===== src/rtl/ir_ctrl_pkg.sv =====
// Shared constants, FSM state types and frame helpers for the IR key decoder.
// No logic of its own; imported by ir_key_decoder and shoot_pulser.
// No handshake; all consumers sample these values statically.
package ir_ctrl_pkg;

  localparam logic [7:0] KEY_LEFT  = 8'h04;
  localparam logic [7:0] KEY_RIGHT = 8'h06;
  localparam logic [7:0] KEY_STOP  = 8'h02;
  localparam logic [7:0] KEY_SHOOT = 8'h05;

  localparam logic [15:0] DEFAULT_CUSTOM_CODE = 16'h6B86;

  localparam int TIMER_W = 23;
  localparam int HOLD_W  = 4;

  typedef logic [2:0] dir_t;
  localparam dir_t DIR_LEFT  = 3'b001;
  localparam dir_t DIR_RIGHT = 3'b010;
  localparam dir_t DIR_STOP  = 3'b100;

  typedef enum logic [1:0] {
    IDLE  = 2'd0,
    CHECK = 2'd1,
    APPLY = 2'd2
  } frame_state_t;

  typedef enum logic [1:0] {
    SH_IDLE = 2'd0,
    SH_ARM  = 2'd1,
    SH_FIRE = 2'd2
  } shoot_state_t;

  typedef struct packed {
    logic [7:0]  inv_key;
    logic [7:0]  key;
    logic [15:0] custom;
  } nec_frame_t;

  function automatic logic frame_ok(input nec_frame_t f, input logic [15:0] code);
    return (f.custom == code) && (f.inv_key == ~f.key);
  endfunction

  // Unlisted keys keep the current direction.
  function automatic dir_t key_to_dir(input logic [7:0] key, input dir_t cur);
    dir_t d;
    d = cur;
    case (key)
      KEY_LEFT:            d = DIR_LEFT;
      KEY_RIGHT:           d = DIR_RIGHT;
      KEY_STOP, KEY_SHOOT: d = DIR_STOP;
      default:             d = cur;
    endcase
    return d;
  endfunction

endpackage


===== src/rtl/shoot_pulser.sv =====
// Turns a one-cycle shoot request into a shoot level lasting HOLD_TICKS tick intervals.
// Latency: request arms at the next edge; shoot rises on the first tick after arming.
// Backpressure: requests arriving while armed or firing are dropped.
module shoot_pulser import ir_ctrl_pkg::*; #(
  parameter int HOLD_TICKS = 2
) (
  input  logic master_clk,
  input  logic resetn,
  input  logic req,
  input  logic tick,
  output logic shoot
);

  localparam logic [HOLD_W-1:0] HOLD_LOAD = HOLD_W'(HOLD_TICKS);
  localparam logic [HOLD_W-1:0] HOLD_LAST = HOLD_W'(1);

  shoot_state_t state_q, state_d;
  logic [HOLD_W-1:0] cnt_q;

  always_ff @(posedge master_clk or negedge resetn) begin
    if (!resetn) begin
      state_q <= SH_IDLE;
    end else begin
      state_q <= state_d;
    end
  end

  always_comb begin
    state_d = state_q;
    case (state_q)
      SH_IDLE: if (req)  state_d = SH_ARM;
      SH_ARM:  if (tick) state_d = SH_FIRE;
      SH_FIRE: if (tick && (cnt_q == HOLD_LAST)) state_d = SH_IDLE;
      default: state_d = SH_IDLE;
    endcase
  end

  always_comb begin
    shoot = (state_q == SH_FIRE);
  end

  always_ff @(posedge master_clk or negedge resetn) begin
    if (!resetn) begin
      cnt_q <= '0;
    end else if (tick) begin
      if (state_q == SH_ARM) begin
        cnt_q <= HOLD_LOAD;
      end else if (state_q == SH_FIRE) begin
        cnt_q <= cnt_q - HOLD_LAST;
      end
    end
  end

endmodule


===== src/rtl/ir_key_decoder.sv =====
// Validates NEC frames into one-hot direction levels, key status and a one-shot shoot pulse.
// Latency: outputs update 3 edges after data_ready rises (err_count after 2); no handshake.
// Backpressure: none; rising edges outside IDLE are dropped. IR_AUTOFIRE_EN disables repeat suppression.
module ir_key_decoder import ir_ctrl_pkg::*; #(
  parameter logic [15:0] CUSTOM_CODE      = DEFAULT_CUSTOM_CODE,
  parameter int          SHOOT_HOLD_TICKS = 2,
  parameter int          RELEASE_TIMEOUT  = 6_000_000
) (
  input  logic        master_clk,
  input  logic        resetn,
  input  logic        data_ready,
  input  logic [31:0] ir_data,
  input  logic        tick,
  output logic        left,
  output logic        right,
  output logic        stop,
  output logic        shoot,
  output logic        key_valid,
  output logic [7:0]  key_code,
  output logic [7:0]  err_count
);

  localparam logic [TIMER_W-1:0] TIMER_RELOAD = TIMER_W'(RELEASE_TIMEOUT);
  localparam logic [TIMER_W-1:0] TIMER_ONE    = TIMER_W'(1);

  frame_state_t state_q, state_d;
  nec_frame_t   frame_q;
  dir_t         dir_q;
  logic [TIMER_W-1:0] timer_q;
  logic dr_q;
  logic capture_en, apply_en, reject_en;
  logic is_repeat, shoot_req;

  always_ff @(posedge master_clk or negedge resetn) begin
    if (!resetn) begin
      dr_q <= 1'b0;
    end else begin
      dr_q <= data_ready;
    end
  end

  always_ff @(posedge master_clk or negedge resetn) begin
    if (!resetn) begin
      state_q <= IDLE;
    end else begin
      state_q <= state_d;
    end
  end

  always_comb begin
    state_d = state_q;
    case (state_q)
      IDLE:    if (data_ready && !dr_q) state_d = CHECK;
      CHECK:   state_d = frame_ok(frame_q, CUSTOM_CODE) ? APPLY : IDLE;
      APPLY:   state_d = IDLE;
      default: state_d = IDLE;
    endcase
  end

  always_comb begin
    capture_en = (state_q == IDLE) && data_ready && !dr_q;
    reject_en  = (state_q == CHECK) && !frame_ok(frame_q, CUSTOM_CODE);
    apply_en   = (state_q == APPLY);
  end

  always_ff @(posedge master_clk or negedge resetn) begin
    if (!resetn) begin
      frame_q <= '0;
    end else if (capture_en) begin
      frame_q <= ir_data;
    end
  end

  always_ff @(posedge master_clk or negedge resetn) begin
    if (!resetn) begin
      err_count <= '0;
    end else if (reject_en && (err_count != 8'hFF)) begin
      err_count <= err_count + 8'd1;
    end
  end

  always_ff @(posedge master_clk or negedge resetn) begin
    if (!resetn) begin
      dir_q    <= DIR_STOP;
      key_code <= '0;
    end else if (apply_en) begin
      dir_q    <= key_to_dir(frame_q.key, dir_q);
      key_code <= frame_q.key;
    end
  end

  // A reload in the expiry cycle takes priority, so key_valid never dips.
  always_ff @(posedge master_clk or negedge resetn) begin
    if (!resetn) begin
      timer_q   <= '0;
      key_valid <= 1'b0;
    end else if (apply_en) begin
      timer_q   <= TIMER_RELOAD;
      key_valid <= 1'b1;
    end else if (timer_q != '0) begin
      timer_q <= timer_q - TIMER_ONE;
      if (timer_q == TIMER_ONE) key_valid <= 1'b0;
    end
  end

`ifdef IR_AUTOFIRE_EN
  assign is_repeat = 1'b0;
`else
  // key_valid/key_code still hold the previous frame's status during APPLY.
  assign is_repeat = key_valid && (key_code == KEY_SHOOT);
`endif

  assign shoot_req = apply_en && (frame_q.key == KEY_SHOOT) && !is_repeat;

  shoot_pulser #(
    .HOLD_TICKS(SHOOT_HOLD_TICKS)
  ) u_shoot_pulser (
    .master_clk(master_clk),
    .resetn    (resetn),
    .req       (shoot_req),
    .tick      (tick),
    .shoot     (shoot)
  );

  assign left  = dir_q[0];
  assign right = dir_q[1];
  assign stop  = dir_q[2];

endmodule


===== config.mk =====
export PLATFORM = sky130hd
export DESIGN_NAME = ir_key_decoder
export DESIGN_NICKNAME = d
export VERILOG_FILES = /design/src/rtl/ir_ctrl_pkg.sv /design/src/rtl/shoot_pulser.sv /design/src/rtl/ir_key_decoder.sv
export SDC_FILE = /design/constraint.sdc
export NUM_CORES = 1
export LEC_CHECK = 0
export CAP_MARGIN = 30
export CORE_ASPECT_RATIO = 0.6
export CORE_MARGIN = 10
export CORE_UTILIZATION = 54
export CTS_CLUSTER_SIZE = 24
export DETAILED_ROUTE_END_ITERATION = 8
export GPL_TIMING_DRIVEN = 0
export PLACE_DENSITY_LB_ADDON = 0.3
export SYNTH_ARGS = -nofsm -noshare
export SYNTH_HDL_FRONTEND = slang
export SYNTH_SLANG_ARGS = --single-unit

===== constraint.sdc =====
create_clock -name master_clk -period 2.3 [get_ports master_clk]
set_clock_uncertainty 0.05 [all_clocks]
set_input_delay 0.575 -clock master_clk [delete_from_list [all_inputs] [get_ports master_clk]]
set_output_delay 0.575 -clock master_clk [all_outputs]
set_load 0.01 [all_outputs]

==> flow_summary_export.csv, run 1 <==
group,metric,value,unit
critical_path,crit_type,"reg -> out",
synthesis,synth_mux_area_share,9.78,%
timing,finalSetupViolations,0,
timing,fin_ws,0.149,ns
timing,fin_crit_sh,93.5,%
pwr,vdd_drop_max,0.737,mV
synthesis,synth_nets,405,
timing,final.setup.tns,0,ns
synthesis,synth_warnings,0,
synthesis,synth-xor-area-share,6.10,%
pwr,p_leak,2.35,nW
critical_path,endpoint_kind,"output port",
timing,hold_viol_final,0,
synthesis,synth_compound_area_share,6.57,%
synthesis,synthAdderAreaFrac,2.49,%
cts,clockBufferDepth,2,
floorplan,fp.dieH,86.8,um
floorplan,dieArea,11400,um^2
drt,vias,3020,
drt,vias_per_cell,5.59,
synthesis,synth_top_family_by_area,"simple AND/OR/NAND/NOR gates",
placed_design,dpl.hpwl,6.87,mm
synthesis,synth.avg_cell_area,11.1,um^2
critical_path,cp_data_arrival_time,1.53,ns
cts,ctsHoldBuffers,0,
flow_run,cap_violations,0,
cts,cts_sinks,84,
drt,first_pass_iters,4,
timing,fmax,465,MHz
drt,drc,0,
critical_path,slowest_delay,0.54,ns
placed_design,numPortBuffers,56,
drt,first_iter_violations,277,
final_layout,drive_gt1_share,17.2,%
synthesis,async_flop_share,100,%
global_routing,grt_pass1_wl,15.5,mm
floorplan,coreArea,7240,um^2
final_layout,area_delta_synth_final,27.1,%
final_layout,final_util,70.6,%
critical_path,cp_cell_sequence,"inv_1 > ha_1 > clkdlybuf4s50_1",
synthesis,yosysUniqueCellTypes,55,
synthesis,yosys.area.top_type_share,51.7,%
placed_design,dp_cells,522,
critical_path,start_kind,"flip-flop",
synthesis,synth_edf_count,0,
drt,detail_route.wl_per_cell,17.4,um
synthesis,yosysTopAreaCell,"dfrtp_1",
synthesis,synth_cells,361,
cts,htreeDepth,3,
placed_design,pre_cts_ws,-0.384,ns
run_status,status,"finished clean",
global_routing,grt_usage,16.8,%
critical_path,cp_slowest_cell,"clkdlybuf4s50_1",
timing,relSlewSlack,51.2,%
critical_path,required,1.67,ns
cts,clkLatencyLatePin,0.34,ns
floorplan,rows,24,
synthesis,yosys-top-cells-area,"dfrtp_1 52%, mux2_2 9.5%, xor2_1 4.4%",
floorplan,start_util,55.5,%
final_layout,fill_cells,526,
synthesis,yosys.area_share.simple,20.6,%
timing,tightest_slew,0.726,ns
global_routing,grt_pass1_vias,3132,
final_layout,fin_cells,540,
pwr,total_power,3.80,mW
cts,clkTransAtPathRegs,0.06,ns
cts,cts_tree,"built",
pwr,powerDensity,744,nW/um^2
timing,period_needed,2.15,ns
final_layout,finish.net_count,475,
global_routing,grt_max_degree,64,
global_routing,antenna_found_initial,0,
drt,wirelength,9.42,mm
floorplan,die_w,131,um
drt,ant_nets,0,
critical_path,worstPathMaxFanout,3,
global_routing,grt_overflow,0,
final_layout,diodes,0,
worst_hold_path,timing.hold.worst.class,"in -> async",
synthesis,mappedNetlistArea,4020,um^2
timing,maxSlewViolCount,0,
placed_design,gp_congestion,0.949,
cts,cts_buffers,9,
synthesis,ys.flop_type,"dfrtp_1",
floorplan,design.portCount,57,
synthesis,ys_ff_latch,84,
synthesis,yosysSeqAreaShare,52.4,%
cts,clockRootBuffer,"clkbuf_16",
-- registers in the layout, indices dropped and copies added, names as in the netlist --
| register | flops |
|---|---|
| frame_q | 32 |
| timer_q | 23 |
| err_count | 8 |
| key_code | 8 |
| u_shoot_pulser.cnt_q | 4 |
| dir_q | 3 |
| state_q | 2 |
| u_shoot_pulser.state_q | 2 |
| dr_q | 1 |
| key_valid | 1 |
-- report_power, final --
group	total, mW	internal, mW	switching, mW
Sequential	1.77	1.62	0.150
Combinational	0.493	0.294	0.199
Clock	1.53	0.951	0.580
Total	3.80	2.87	0.929
-- path summary, 6_finish.rpt --
kind	cells past startpoint	startpoint	slack [ns]	to
worst min-delay path	1	resetn	0.07	err_count[1]
worst max register to register	5	timer_q[9]	0.15	timer_q[12]
worst max-delay path	3	u_shoot_pulser.state_q[0]	0.15	shoot
worst min register to register	1	timer_q[22]	0.45	timer_q[22]
min in group master_clk	1	timer_q[22]	0.45	timer_q[22]
max in group asynchronous	2	resetn	1.49	dir_q[2]
-- final cells by class --
| type | instances | area [um^2] | share of cell area [%] |
|---|---|---|---|
| sequential | 84 | 2100 | 41.2 |
| multi-input combinational | 257 | 1870 | 36.6 |
| timing repair buffer | 59 | 601 | 11.8 |
| clock buffer | 10 | 229 | 4.48 |
| tap | 104 | 130 | 2.55 |
| clock inverter | 6 | 88.8 | 1.74 |
| buffer | 11 | 53.8 | 1.05 |
| inverter | 9 | 33.8 | 0.662 |
-- logic make-up after synthesis --
family,after synthesis
fa+ha+maj,8
xor+xnor,28
buf+inv,20
flops,84
simple gates,145
compound gates,41
mux,35
-- metrics by stage --
| step | hold slack, ns | instance area [um^2] |
|---|---|---|
| after floorplan | 0.229 | 4020 |
| after global placement | 0.434 | 4710 |
| after detailed placement | 0.422 | 4730 |
| after CTS | 0.0737 | 5060 |
| after global routing | 0.0844 | 5110 |
| final | 0.0730 | 5110 |
-- timing repair --
item                                    4_1_cts  5_1_grt
buffers inserted                              0        2
pin swaps                                     0        1
endpoints found under the setup margin        3       34
resized for setup                             2        8
-- cell usage after synthesis (2+ instances only) --
library cell	number
a211oi_1	3
and2_1	2
dfrtp_1	83
ha_1	8
xor2_1	20
or4_1	4
o21ai_1	2
nand2_1	43
nor4bb_1	2
a22o_1	2
nand4b_1	2
inv_1	9
nor4b_1	5
nand3_1	9
nor2b_1	3
o22a_1	2
o21ai_0	13
nor3b_1	2
a31oi_1	2
clkbuf_1	9
a21oi_1	9
a21o_1	2
nor3_1	9
nand2b_1	3
nand4_1	7
or4_2	2
nand3b_1	3
or3_1	5
nor4_1	10
nor2_1	21
mux2_2	34
xnor2_1	8
-- metal layers --
metal | global-route usage (%) | routed length, um
met2 | 25.0 | 4090
met3 | 7.68 | 810
met1 | 21.8 | 4420
met5 | 0 | 0
met4 | 4.62 | 103
-- critical path: cells and delay by family, from the launching register on --
family	cells	cell delay (ns)
buf+inv	2	0.62
fa+ha+maj	1	0.17
flops	1	0.40
-- layout by cell type (no fill, tap or decap), types with 8 or more instances in the layout --
cell             synthesis  final
nor3_1                   9      9
dfrtp_1                 83     83
mux2_2                  34     34
clkdlybuf4s50_1          0     55
ha_1                     8      8
nor2_1                  21     21
a21oi_1                  9      9
o21ai_0                 13     13
xnor2_1                  8      8
nand2_1                 43     43
nand3_1                  9      9
clkbuf_16                0      9
inv_1                    9      9
xor2_1                  20     20
Power figures use the tool's default switching activity.
==> run 2, diff against run 1 <==
CORE_UTILIZATION = 35   (was 54)
==> flow_summary_export.csv, run 2 (same netlist as run 1, synthesis figures left out) <==
group,metric,value,unit
critical_path,cp_slowest_cell,"clkdlybuf4s50_1",
cts,cts_tree,"built",
drt,detail_route.wl_per_cell,16.5,um
global_routing,gr-usage-met2,17.2,%
final_layout,regMostFlops,"frame_q",
timing,fin_ws,0.118,ns
floorplan,rows,30,
critical_path,cp_data_arrival_time,1.56,ns
critical_path,cp_cell_sequence,"inv_1 > ha_1 > clkdlybuf4s50_1",
placed_design,numPortBuffers,56,
floorplan,dieArea,16300,um^2
global_routing,grt_max_degree,65,
final_layout,fill_cells,1049,
critical_path,endpoint_kind,"output port",
timing,fin_crit_sh,94.9,%
floorplan,start_util,35.7,%
global_routing,use_met3,5.58,%
timing,whs,0.0771,ns
global_routing,grt_usage,12.3,%
global_routing,grt_overflow,0,
drt,first_pass_iters,4,
final_layout,largest_reg_flops,32,
cts,ctsHoldBuffers,0,
floorplan,fp.dieH,103,um
global_routing,grt-busiest-layer,"met2",
global_routing,grt_pass1_vias,3078,
final_layout,drive_gt1_share,16.7,%
critical_path,worstPathMaxFanout,3,
global_routing,antenna_found_initial,2,
final_layout,layout_commonest_cell,"dfrtp_1",
final_layout,fin_area,5160,um^2
final_layout,final_cell_mix,"83 x dfrtp_1, 55 x clkdlybuf4s50_1, 43 x nand2_1",
timing,maxSlewViolCount,0,
final_layout,finish.net_count,475,
cts,cts_sinks,84,
drt,drc,0,
timing,relSlewSlack,52.0,%
timing,period_needed,2.18,ns
timing,fmax,458,MHz
placed_design,gp_congestion,0.834,
cts,clkTransAtPathRegs,0.06,ns
pwr,p_leak,2.34,nW
placed_design,pre_cts_ws,-0.369,ns
timing,rsz0062_at_grt,"false",
flow_run,cap_violations,0,
drt,vias_per_cell,5.16,
worst_hold_path,timing.hold.worst.class,"in -> async",
timing,finalSetupViolations,0,
critical_path,critical-path-top-delay-family,"buffers and inverters",
drt,wirelength,9.57,mm
floorplan,design.portCount,57,
critical_path,required,1.67,ns
cts,htreeDepth,3,
critical_path,slowest_delay,0.55,ns
pwr,total_power,3.80,mW
floorplan,die_w,158,um
timing,tightest_slew,0.713,ns
critical_path,start_kind,"flip-flop",
cts,cts_buffers,9,
final_layout,area_delta_synth_final,28.4,%
pwr,vdd_drop_max,0.398,mV
cts,clkLatencyLatePin,0.34,ns
global_routing,globalRouteMet1Util,16.7,%
critical_path,worst-path-buf-inv,2,
placed_design,dpl.hpwl,7.09,mm
pwr,powerDensity,736,nW/um^2
cts,clockBufferDepth,2,
drt,first_iter_violations,149,
drt,vias,2991,
timing,final.setup.tns,0,ns
cts,clockRootBuffer,"clkbuf_16",
final_layout,diodes,0,
global_routing,grt_pass1_wl,15.8,mm
critical_path,crit_type,"reg -> out",
timing,hold_viol_final,0,
drt,ant_nets,0,
floorplan,coreArea,11300,um^2
placed_design,postPlaceCellArea,4780,um^2
run_status,status,"finished clean",
final_layout,largest_registers,"frame_q: 32 flops, timer_q: 23 flops",
## run 2: worst reg2reg max path: stages (launching register included)
cell and delay [ns]:
dfrtp_1 0.45, or4b_1 0.60, nor4_2 0.26, nand3b_1 0.17
a21oi_1 0.18, mux2_2 0.35
## run 2: final timing paths
check | start | end | slack, ns | cells past startpoint
min in group master_clk | frame_q[1] | frame_q[1] | 0.45 | 1
min | resetn | timer_q[19] | 0.08 | 1
max in group asynchronous | resetn | dir_q[2] | 1.48 | 2
max | u_shoot_pulser.state_q[0] | shoot | 0.12 | 3
min reg2reg | frame_q[1] | frame_q[1] | 0.45 | 1
max reg2reg | state_q[0] | u_shoot_pulser.state_q[1] | 0.14 | 5
## run 2: timing repair
| action | CTS | global route |
|---|---|---|
| buffers inserted | 0 | 2 |
| setup endpoints to repair | 22 | 53 |
| pin swaps | 0 | 1 |
| resized for setup | 0 | 8 |
## run 2: final cells by class
type,count,area [um^2],share of cell area (%)
buffer,11,51.3,0.994
timing repair buffer,59,601,11.6
inverter,9,33.8,0.655
sequential,84,2100,40.8
clock buffer,11,233,4.51
tap,144,180,3.49
multi-input combinational,257,1870,36.3
clock inverter,5,83.8,1.63
## run 2: per-stage QoR
step,instances,utilization (%)
after floorplan,361,-
after detailed placement,562,42.5
after global placement,561,42.3
after CTS,578,45.3
final,580,45.8
after global routing,580,45.8
## run 2: power by group
part,internal [mW],total [mW],switching [mW]
Combinational,0.292,0.485,0.193
Sequential,1.62,1.76,0.138
Clock,0.956,1.55,0.594
Total,2.87,3.80,0.925
## run 2: routing by layer
| layer | part of all wire, % | wire length (um) | vias up |
|---|---|---|---|
| met4 | 0.90 | 86 | 4 |
| met3 | 7.9 | 753 | 13 |
| li1 | - | - | 1435 |
| met1 | 50 | 4750 | 1468 |
| met2 | 41 | 3960 | 71 |
| met5 | 0.23 | 22 | - |
